$ cat config.mk
export PLATFORM = sky130hd
export DESIGN_NAME = ifetch_flat
export DESIGN_NICKNAME = d
export VERILOG_FILES = /design/src/rtl/ifetch_if.sv /design/src/rtl/ifetch.sv /design/src/flat_wrapper.sv
export SDC_FILE = /design/constraint.sdc
export NUM_CORES = 1
export LEC_CHECK = 0
export ABC_AREA = 0
export BUFFER_PORTS_ARGS = -buffer_cell sky130_fd_sc_hd__buf_2
export CAP_MARGIN = 20
export CORE_MARGIN = 4
export CORE_UTILIZATION = 45
export CTS_CLUSTER_DIAMETER = 40
export CTS_CLUSTER_SIZE = 10
export DETAILED_ROUTE_END_ITERATION = 8
export PLACE_DENSITY = 0.78
export SYNTH_ARGS = -nofsm -noshare
export SYNTH_HDL_FRONTEND = slang
export SYNTH_SLANG_ARGS = --single-unit
$ cat constraint.sdc
create_clock -name clk -period 3.6 [get_ports clk]
set_clock_uncertainty 0.2 [all_clocks]
set_input_delay 0 -clock clk [delete_from_list [all_inputs] [get_ports clk]]
set_output_delay 0 -clock clk [all_outputs]
set_load 0.005 [all_outputs]
$ cat src/rtl/ifetch_if.sv
// Instruction-memory port of the fetch unit: one request/acknowledge pair plus address and read data.
// imem_req is held high while a fetch is outstanding; imem_rdata is taken on the edge where imem_ack is high.
interface ifetch_if;
    logic        imem_req;
    logic [31:0] imem_addr;
    logic        imem_ack;
    logic [31:0] imem_rdata;

    modport master (output imem_req, output imem_addr, input imem_ack, input imem_rdata);
    modport slave  (input imem_req, input imem_addr, output imem_ack, output imem_rdata);
endinterface

$ cat src/rtl/ifetch.sv
// Instruction fetch unit: IDLE -> REQ -> ISSUE loop, next-PC selection, HALT on misaligned target.
// Optional macro IFETCH_TIMEOUT_EN adds a 16-cycle acknowledge timeout in REQ that also halts.
module ifetch #(
    parameter logic [31:0] RESET_PC = 32'h0000_3000
) (
    input  logic        clk,
    input  logic        rst,
    input  logic [1:0]  npc_op,
    input  logic [31:0] rs_data,
    input  logic        stall,
    ifetch_if.master    imem,
    output logic [31:0] instr,
    output logic [5:0]  OP,
    output logic [5:0]  Funct,
    output logic [15:0] imm16,
    output logic        instr_valid,
    output logic [31:0] pc,
    output logic [31:0] pc_plus4,
    output logic        fetch_err,
    output logic [1:0]  state_dbg
);

    typedef enum logic [1:0] {IDLE, REQ, ISSUE, HALT} state_t;

    state_t      state_q, state_d;
    logic [31:0] pc_d, instr_d, npc;
`ifdef IFETCH_TIMEOUT_EN
    logic [3:0]  cnt_q, cnt_d;
`endif

    assign OP             = instr[31:26];
    assign Funct          = instr[5:0];
    assign imm16          = instr[15:0];
    assign pc_plus4       = pc + 32'd4;
    assign imem.imem_addr = pc;
    assign state_dbg      = state_q;

    always_comb begin
        case (npc_op)
            2'b00:   npc = pc_plus4;
            2'b01:   npc = pc_plus4 + {{14{imm16[15]}}, imm16, 2'b00};
            2'b10:   npc = {pc_plus4[31:28], instr[25:0], 2'b00};
            default: npc = rs_data;
        endcase
    end

    always_comb begin
        state_d       = state_q;
        pc_d          = pc;
        instr_d       = instr;
        imem.imem_req = 1'b0;
        instr_valid   = 1'b0;
        fetch_err     = 1'b0;
`ifdef IFETCH_TIMEOUT_EN
        cnt_d         = cnt_q;
`endif
        case (state_q)
            IDLE: begin
                state_d = REQ;
`ifdef IFETCH_TIMEOUT_EN
                cnt_d   = 4'd0;
`endif
            end
            REQ: begin
                imem.imem_req = 1'b1;
                if (imem.imem_ack) begin
                    instr_d = imem.imem_rdata;
                    state_d = ISSUE;
                end
`ifdef IFETCH_TIMEOUT_EN
                // cnt_q==15 means this is the 16th consecutive cycle without ack
                else if (cnt_q == 4'hF) begin
                    state_d = HALT;
                end else begin
                    cnt_d = cnt_q + 4'd1;
                end
`endif
            end
            ISSUE: begin
                instr_valid = 1'b1;
                if (!stall) begin
                    pc_d = npc;
                    if (npc[1:0] != 2'b00) begin
                        state_d = HALT;
                    end else begin
                        state_d = REQ;
`ifdef IFETCH_TIMEOUT_EN
                        cnt_d   = 4'd0;
`endif
                    end
                end
            end
            default: begin
                fetch_err = 1'b1;
            end
        endcase
    end

    always_ff @(posedge clk) begin
        if (!rst) begin
            state_q <= IDLE;
            pc      <= RESET_PC;
            instr   <= 32'd0;
`ifdef IFETCH_TIMEOUT_EN
            cnt_q   <= 4'd0;
`endif
        end else begin
            state_q <= state_d;
            pc      <= pc_d;
            instr   <= instr_d;
`ifdef IFETCH_TIMEOUT_EN
            cnt_q   <= cnt_d;
`endif
        end
    end

endmodule

$ cat src/flat_wrapper.sv
// flat-port wrapper written by rule: the top's interface ports become plain ports
module ifetch_flat 
#(
    parameter logic [31:0] RESET_PC = 32'h0000_3000
)
  (clk, rst, npc_op, rs_data, stall, instr, OP, Funct, imm16, instr_valid, pc, pc_plus4, fetch_err, state_dbg, imem_imem_req, imem_imem_addr, imem_imem_ack, imem_imem_rdata);
  ifetch_if imem_i ();
  input  logic clk;
  input  logic rst;
  input  logic [1:0] npc_op;
  input  logic [31:0] rs_data;
  input  logic stall;
  output logic [31:0] instr;
  output logic [5:0] OP;
  output logic [5:0] Funct;
  output logic [15:0] imm16;
  output logic instr_valid;
  output logic [31:0] pc;
  output logic [31:0] pc_plus4;
  output logic fetch_err;
  output logic [1:0] state_dbg;
  output wire logic [$bits(imem_i.imem_req)-1:0] imem_imem_req;
  output wire logic [$bits(imem_i.imem_addr)-1:0] imem_imem_addr;
  input wire logic [$bits(imem_i.imem_ack)-1:0] imem_imem_ack;
  input wire logic [$bits(imem_i.imem_rdata)-1:0] imem_imem_rdata;
  assign imem_imem_req = imem_i.imem_req;
  assign imem_imem_addr = imem_i.imem_addr;
  assign imem_i.imem_ack = imem_imem_ack;
  assign imem_i.imem_rdata = imem_imem_rdata;
  ifetch #(.RESET_PC(RESET_PC)) u_core (.clk(clk), .rst(rst), .npc_op(npc_op), .rs_data(rs_data), .stall(stall), .imem(imem_i), .instr(instr), .OP(OP), .Funct(Funct), .imm16(imm16), .instr_valid(instr_valid), .pc(pc), .pc_plus4(pc_plus4), .fetch_err(fetch_err), .state_dbg(state_dbg));
endmodule
## Yosys cells after proc, flatten, opt, wreduce, memory -nomap -nowiden

Cells that the tools add are included.
Widths: inputs -> output; s select.

- $add $sub $neg: 2
- Equality and inequality tests: 6
- Mux-type cells: 8
- Bitwise operators: 1
- Reduce and logical (&&, ||, !) cells: 8

Operator list:

| kind | number |
|---|---|
| $pmux 32 s3 | 1 |
| $add 32x3->32 const B | 1 |
| $add 32x32->32 | 1 |
| $mux 2 | 3 |
| $pmux 2 s3 | 1 |
| $eq 2x1->1 const B | 2 |
| $eq 2x2->1 const B | 2 |
| $logic_not 2->1 | 2 |
| $ne 2x2->1 const B | 2 |
| $reduce_and 2->1 | 2 |
| $mux 1 | 3 |
| $reduce_and 3->1 | 1 |
| $reduce_bool 3->1 | 1 |
| $reduce_or 3->1 | 1 |
| $reduce_bool 2->1 | 1 |
| $not 1->1 | 1 |

- Bits in registers: 66
- Input bits: 70
- Output and inout port bits: 161

## Longest topological paths before layout

Gate-level depths: netlist of run 1.

- Depth in word-level cells: 7
- Gate-level depth with buffers: 15

## Worst setup path after synthesis of run 1

No wires, ideal clock.

- Path type: register to register
- From: reg u_core.pc[5] (netlist: u_core.imem.imem_addr[5])
- To: reg u_core.pc[28] (netlist: u_core.imem.imem_addr[28])
- Setup time: 0.074 ns
- Data arrival time: 3.196 ns
- Data required time: 3.326 ns
- Slack: 0.130 ns
- Cell stages (with the launch flop): 15
- Period minus slack after synthesis: 3.470 ns
- Cells stage by stage: dfxtp_1 > nand4_2 > or3_1 > nor2_1 > xor2_1 > ha_1 > buf_2 > a21oi_1 > o21ai_1 > a211oi_2 > o2111ai_2 > a311oi_1 > mux2i_1 > nand3_1 > a31oi_1

- Longest elaborated chain between the ends: 3

Ends and longest elaborated chain:

| element | line | text |
|---|---|---|
| from (decl) | ifetch.sv:17 | `output logic [31:0] pc,` |
| from (signal assigned) | ifetch.sv:109 | `pc <= pc_d;` |
| $add 32x3->32 | ifetch.sv:34 | `assign pc_plus4 = pc + 32'd4;` |
| named net pc_plus4[17] | flat_wrapper.sv:19 | `output logic [31:0] pc_plus4;` |
| $add 32x32->32 | ifetch.sv:41 | `2'b01: npc = pc_plus4 + {{14{imm16[15]}}, imm16, 2'b00};` |
| $pmux 32 s3 | ifetch.sv:39 | `case (npc_op)` |

The timed path passes the listed nets, and every way through them passes these cells.
A chain may end at the register's enable or synchronous reset.

## Worst setup path after layout of run 1

- From: reg u_core.pc[9] (netlist: u_core.imem.imem_addr[9])
- To: reg u_core.pc[31] (netlist: u_core.imem.imem_addr[31])

- Longest elaborated chain between the ends: 3

Ends and longest elaborated chain:

| element | line |
|---|---|
| $add 32x3->32 (*) | ifetch.sv:34 |
| $add 32x32->32 | ifetch.sv:41 |
| $pmux 32 s3 (*) | ifetch.sv:39 |

Every way passes the cells marked *; elsewhere a longest branch is shown, timed or not.

==> results of run 1 <==
-- routing by layer --
metal | part of all wire, % | GRT usage (%) | up-vias
met1 | 40 | 39.5 | 3276
met3 | 10 | 6.96 | 74
met2 | 45 | 45.1 | 495
met5 | 0 | 0 | -
met4 | 3.6 | 11.8 | 0
li1 | - | - | 3249
-- Yosys cell counts, types with 3 or more instances --
cell type / n
o21a_1: 3
a21o_1: 10
buf_2: 8
o21bai_1: 3
inv_1: 21
nor2_1: 50
mux2i_1: 10
buf_4: 62
o211ai_1: 8
o21ai_0: 30
a31oi_1: 11
a21oi_2: 5
mux4_2: 14
nand2b_1: 12
a221oi_1: 5
o22a_1: 3
clkbuf_1: 26
and4_1: 3
nand3_1: 17
a21oi_1: 75
nor2b_1: 4
dfxtp_1: 66
nand4_1: 19
and3_1: 8
o31ai_1: 3
nor4_1: 3
xnor2_1: 32
xor2_1: 19
nand2_1: 117
ha_1: 41
o21ai_1: 6
nor3_1: 19
or3_1: 3
-- where the power goes --
part	total (mW)	leakage, nW	switching (mW)	internal, mW
registers	0.832	0.539	0.0598	0.772
logic	0.692	3.58	0.354	0.338
clock network	0.915	0.151	0.345	0.570
total	2.44	4.27	0.760	1.68
-- cell type report --
type                            count  share of cell area [%]
Multi-Input combinational cell    575                    48.9
Inverter                           22                   0.955
Timing Repair Buffer              383                    28.6
Clock buffer                       11                    2.92
Tap cell                          172                    2.49
Sequential cell                    66                    15.4
Clock inverter                      5                   0.608
Antenna cell                        1                  0.0289
-- repair_timing --
item	4_1_cts	5_1_grt
hold buffers	67	0
setup endpoints to repair	7	18
pin swaps	9	19
resized for setup	13	58
buffers inserted	3	5
endpoints found under the hold margin	65	0
-- cell families (layout without fill, tap and decap cells) --
logic type               Yosys count  count (layout)  synth area share (%)
flip-flops                        66              66                  22.4
AND/OR/NAND/NOR                  264             264                  20.4
XOR/XNOR                          51              51                  7.58
other                              0               1                     0
AO/OA/AOI/OAI                    192             192                  21.2
adder cells (fa/ha/maj)           42              42                  9.04
buffers and inverters            121             421                  11.9
multiplexers                      26              26                  7.43
-- state kept, by name, indices dropped and copies added, names as in the netlist --
name                   cells
u_core.imem.imem_addr     32
u_core.state_dbg           2
u_core.instr              32
-- worst reg2reg max path, stage by stage (launching register included) --
cell      delay [ns]
dfxtp_1         0.39
nand3_4         0.14
nor2_4          0.24
nand3_1         0.19
xnor2_2         0.26
ha_2            0.38
a21o_1          0.17
a21o_1          0.20
a221oi_4        0.26
a21oi_1         0.11
buf_4           0.16
o311a_1         0.37
nor3_1          0.14
nand3b_1        0.12
a31oi_1         0.08
-- final timing paths --
path                                               from                                     end  slack (ns)
setup / recovery  u_core.imem.imem_addr[9]$_SDFFE_PN0P_  u_core.imem.imem_addr[31]$_SDFFE_PN0P_        0.06
setup reg to reg  u_core.imem.imem_addr[9]$_SDFFE_PN0P_  u_core.imem.imem_addr[31]$_SDFFE_PN0P_        0.06
hold / removal                               rs_data[2]   u_core.imem.imem_addr[2]$_SDFFE_PN0P_        0.04
hold reg to reg           u_core.instr[26]$_SDFFE_PN0P_           u_core.instr[26]$_SDFFE_PN0P_        0.27
==> reports/metrics.yaml, run 1 <==
synthCells: 762
dieHeight_um: 122
final_cell_mix: "buf_2 (230), nand2_1 (117), buf_4 (85), a21oi_1 (71), dlygate4sd3_1 (67)"
start_util_pct: 46.3
overflow: 0
grt_pass1_wl_um: 34400
via_count: 7094
std_cell_rows: 41
cts_max_level: 3
max_freq_ghz: 0.282
drtIter0Drc: 808
power_mw: 2.44
synth_edf_count: 0
fp.dieArea_um2: 15000
die_x_um: 122
placement.io_buffers: 230
synth_top_area_share_pct: 22.4
synth_fp_nets: 874
synth-seq-cells: 66
cap_violations: 0
cts_buffers: 9
grt_use_total_pct: 29.3
hpwl_um: 16100
hold_viol_final: 0
drc_errors: 0
clk_path_buf_depth: 2
synth_top_area_cell: "dfxtp_1"
wl_per_cell_um: 18.8
synth-async-reset-ratio_pct: 0
synth_seq_area_share_pct: 22.4
crit_path_start_kind: "register"
ioPinCount: 231
cts_sinks: 66
endpoint_kind: "register"
viasPerCell: 5.74
timing.final.max_slew_violations: 0
finalNetCount: 1169
cts_tree: "built"
crit_buf_inv: 1
place_inst: 1142
dr.pass1.iters: 5
power_leakage_nw: 4.27
syn_area_um2: 5900
hold_path_class: "in2reg"
finish.instance_area_um2: 8650
drt_wl_total_um: 23200
p_per_area_nw_per_um2: 282
ant_nets: 0
ys_top_cells_by_area: "dfxtp_1 (22%), ha_1 (8.7%), buf_4 (7.9%)"
slowest_delay_ns: 0.39
utilization_pct: 68.0
ys.flop_type: "dfxtp_1"
fillers: 1022
avgSynthCellArea_um2: 7.74
synth_cell_types: 66
pre_cts_ws_ns: -0.149
grt_max_degree: 48
finalSetupTns_ns: 0
yosysWarnings: 0
path_clk_slew_ns: 0.06
cts-root-buf: "clkbuf_16"
crit_cells: 14
required_ns: 3.61
finalSetupViolations: 0
critPathArrivalTime_ns: 3.55
multi_input_area_um2: 4230
insertion_delay_ns: 0.35
hold_slack_ns: 0.0351
critPathKind: "reg2reg"
grt_pass1_vias: 6553
setup_ws_ns: 0.0585
relSlewSlack_pct: 30.5
worst_path_max_delay_cell: "dfxtp_1"
seqCellArea_um2: 1340
antenna_found_initial: 1
place_congestion: 1.01
dpl_cell_area_um2: 7220
drive_gt1_share_pct: 39.6
crit_top_cell: "a21o_1"
period_share_pct: 98.4
path_max_fanout: 8
area_delta_synth_final_pct: 46.7
status: "finished clean"
fin_crit_ns: 3.54
final_common_cell: "buf_2"
r2r_cells: 14
path_cells: "nand3_4 > nor2_4 > nand3_1 > xnor2_2 > ha_2 > a21o_1 > a21o_1 > a221oi_4 > a21oi_1 > buf_4 > o311a_1 > nor3_1 > nand3b_1 > a31oi_1"
worstMarginPinSlew_ns: 1.04
critPathTopFamily: "compound AO/OA/AOI/OAI gates"
fin_cells: 1235
min_path_cells: 4
peakVddDrop_uv: 239
core_um2: 12700
No activity file was read; power rests on OpenSTA's default activity.
==> run 2: changes to the inputs <==
SETUP_SLACK_MARGIN = 0.5   (was unset)
==> run 2 against run 1 <==
The run now ends with negative setup slack left. Maximum frequency down 5.3%. Global-route usage up 2.9 points. First-iteration DRC count up 84%. Utilization up 8.6 points. Combinational power up 20%. Wire length up 29%. Sequential power up 0.7%. Clock power up 11%. Hold slack better by 0.049 ns. Critical path depth up 2.
==> reports/metrics.yaml, run 2 (synthesis gave the netlist of run 1 again) <==
power_mw: 2.69
path_max_fanout: 6
drtIter0Drc: 1483
ant_nets: 0
grt_use_total_pct: 32.2
hold_slack_ns: 0.0839
drc_errors: 0
ioPinCount: 231
fp.dieArea_um2: 15000
insertion_delay_ns: 0.36
worst_path_max_delay_cell: "ha_2"
area_delta_synth_final_pct: 65.3
core_um2: 12700
path_clk_slew_ns: 0.07
dr.pass1.iters: 6
internal_power_mw: 1.81
cts_max_level: 3
switching_power_uw: 879
grt_pass1_wl_um: 37500
drive_gt1_share_pct: 49.4
rsz0062_at_grt: "yes"
utilization_pct: 76.6
endpoint_kind: "register"
clk_path_buf_depth: 2
cts-root-buf: "clkbuf_16"
cts_tree: "built"
power_leakage_nw: 4.60
via_count: 8032
wl_per_cell_um: 23.7
crit_top_cell: "buf_6"
slowest_delay_ns: 0.44
place_congestion: 0.956
viasPerCell: 6.36
die_x_um: 122
p_per_area_nw_per_um2: 276
placement.io_buffers: 230
relSlewSlack_pct: 26.3
critPathArrivalTime_ns: 3.80
fin_crit_ns: 3.74
antenna_found_initial: 0
hold_viol_final: 0
pre_cts_ws_ns: 0.0324
setup_ws_ns: -0.139
peakVddDrop_uv: 223
required_ns: 3.66
status: "finished with violations"
p_clk_share_pct: 38.1
path_cells: "nand4_4 > buf_6 > nor2_4 > buf_4 > buf_6 > nand3_4 > xnor2_2 > ha_2 > nand4_1 > nor3_1 > o211ai_1 > o2111ai_2 > a311oi_1 > o31ai_1 > xor2_1 > o2bb2ai_1"
cts_sinks: 66
pwr-share-seq_pct: 31.2
place_inst: 1106
critPathKind: "reg2reg"
start_util_pct: 46.3
drt_wl_total_um: 29900
cap_violations: 0
fillers: 795
crit_path_start_kind: "register"
grt_pass1_vias: 6986
grt_max_degree: 48
violations: "negative setup slack"
hold_path_class: "in2reg"
max_freq_ghz: 0.267
period_share_pct: 104
diodes: 0
comb_power_share_pct: 30.8
swShare_pct: 32.7
fin_cells: 1262
finalSetupViolations: 4
cts_buffers: 9
std_cell_rows: 41
final_cell_mix: "buf_2 (230), nand2_1 (107), buf_4 (101), dlygate4sd3_1 (68), a21oi_1 (59)"
worstMarginPinSlew_ns: 1.11
timing.final.max_slew_violations: 0
hpwl_um: 15900
dieHeight_um: 122
finalNetCount: 1197
final_common_cell: "buf_2"
overflow: 0
[run 2: changes by cell type in the layout (fill, tap and decap cells not counted), moves of 10 or more]
cell     previous run  this run
buf_4              85       101
ha_4                8        23
xnor2_1            22        12
a21oi_1            71        59
ha_1               31        14
nand2_1           117       107
[run 2: per-stage QoR]
step	setup TNS (ns)	cell area (µm²)
4_1_cts	0	8940
5_1_grt	-0.456	9740
3_3_place_gp	0	7100
2_1_floorplan	0	6050
6_report	-0.213	9740
3_5_place_dp	0	7100
[run 2: cell type report]
| class | instances | area [µm²] | area share (%) |
|---|---|---|---|
| multi-input combinational | 575 | 4990 | 51.2 |
| timing repair buffer | 411 | 2750 | 28.3 |
| sequential | 66 | 1370 | 14.0 |
| clock buffer | 10 | 250 | 2.57 |
| tap | 172 | 215 | 2.21 |
| clock inverter | 6 | 87.6 | 0.899 |
| inverter | 22 | 82.6 | 0.847 |
[run 2: repair_timing]
item                                   CTS  global route
gates resized for setup                 94            90
endpoints found under the hold margin   66             0
cloned                                   0             0
setup endpoints to repair               24            25
pin swaps                               60            46
hold buffers                            68             0
buffers inserted                        42            29
[run 2: power groups by stage]
stage | Clock [mW] | Sequential (mW) | Combinational, mW
after floorplan | 0 | 0.840 | 0.366
after global placement | 0 | 0.842 | 0.552
after detailed placement | 0 | 0.845 | 0.558
after CTS | 1.01 | 0.827 | 0.686
after global routing | 1.05 | 0.841 | 0.864
final | 1.02 | 0.838 | 0.827
[run 2: final timing paths]
check,slack (ns),from,end,cells past startpoint
setup / recovery,-0.14,u_core.imem.imem_addr[4]$_SDFFE_PN0P_,u_core.imem.imem_addr[30]$_SDFFE_PN0P_,16
hold / removal,0.08,imem_imem_ack,u_core.instr[24]$_SDFFE_PN0P_,4
setup reg to reg,-0.14,u_core.imem.imem_addr[4]$_SDFFE_PN0P_,u_core.imem.imem_addr[30]$_SDFFE_PN0P_,16
hold reg to reg,0.26,u_core.instr[28]$_SDFFE_PN0P_,u_core.instr[28]$_SDFFE_PN0P_,2
[run 2: per-layer routing]
| layer | part of all wire (%) | global-route usage, % |
|---|---|---|
| met1 | 35 | 42.0 |
| met2 | 42 | 50.1 |
| met3 | 14 | 7.42 |
| met4 | 8.2 | 15.9 |
| met5 | 0 | 0 |
[run 2: worst max-delay path, delay by kind of cell, from the launching register on]
kind                     cells  cell delay [ns]
AO/OA/AOI/OAI                5             0.98
AND/OR/NAND/NOR              5             0.85
adder cells (fa/ha/maj)      1             0.44
XOR/XNOR                     2             0.41
buffers and inverters        3             0.39
flip-flops                   1             0.37
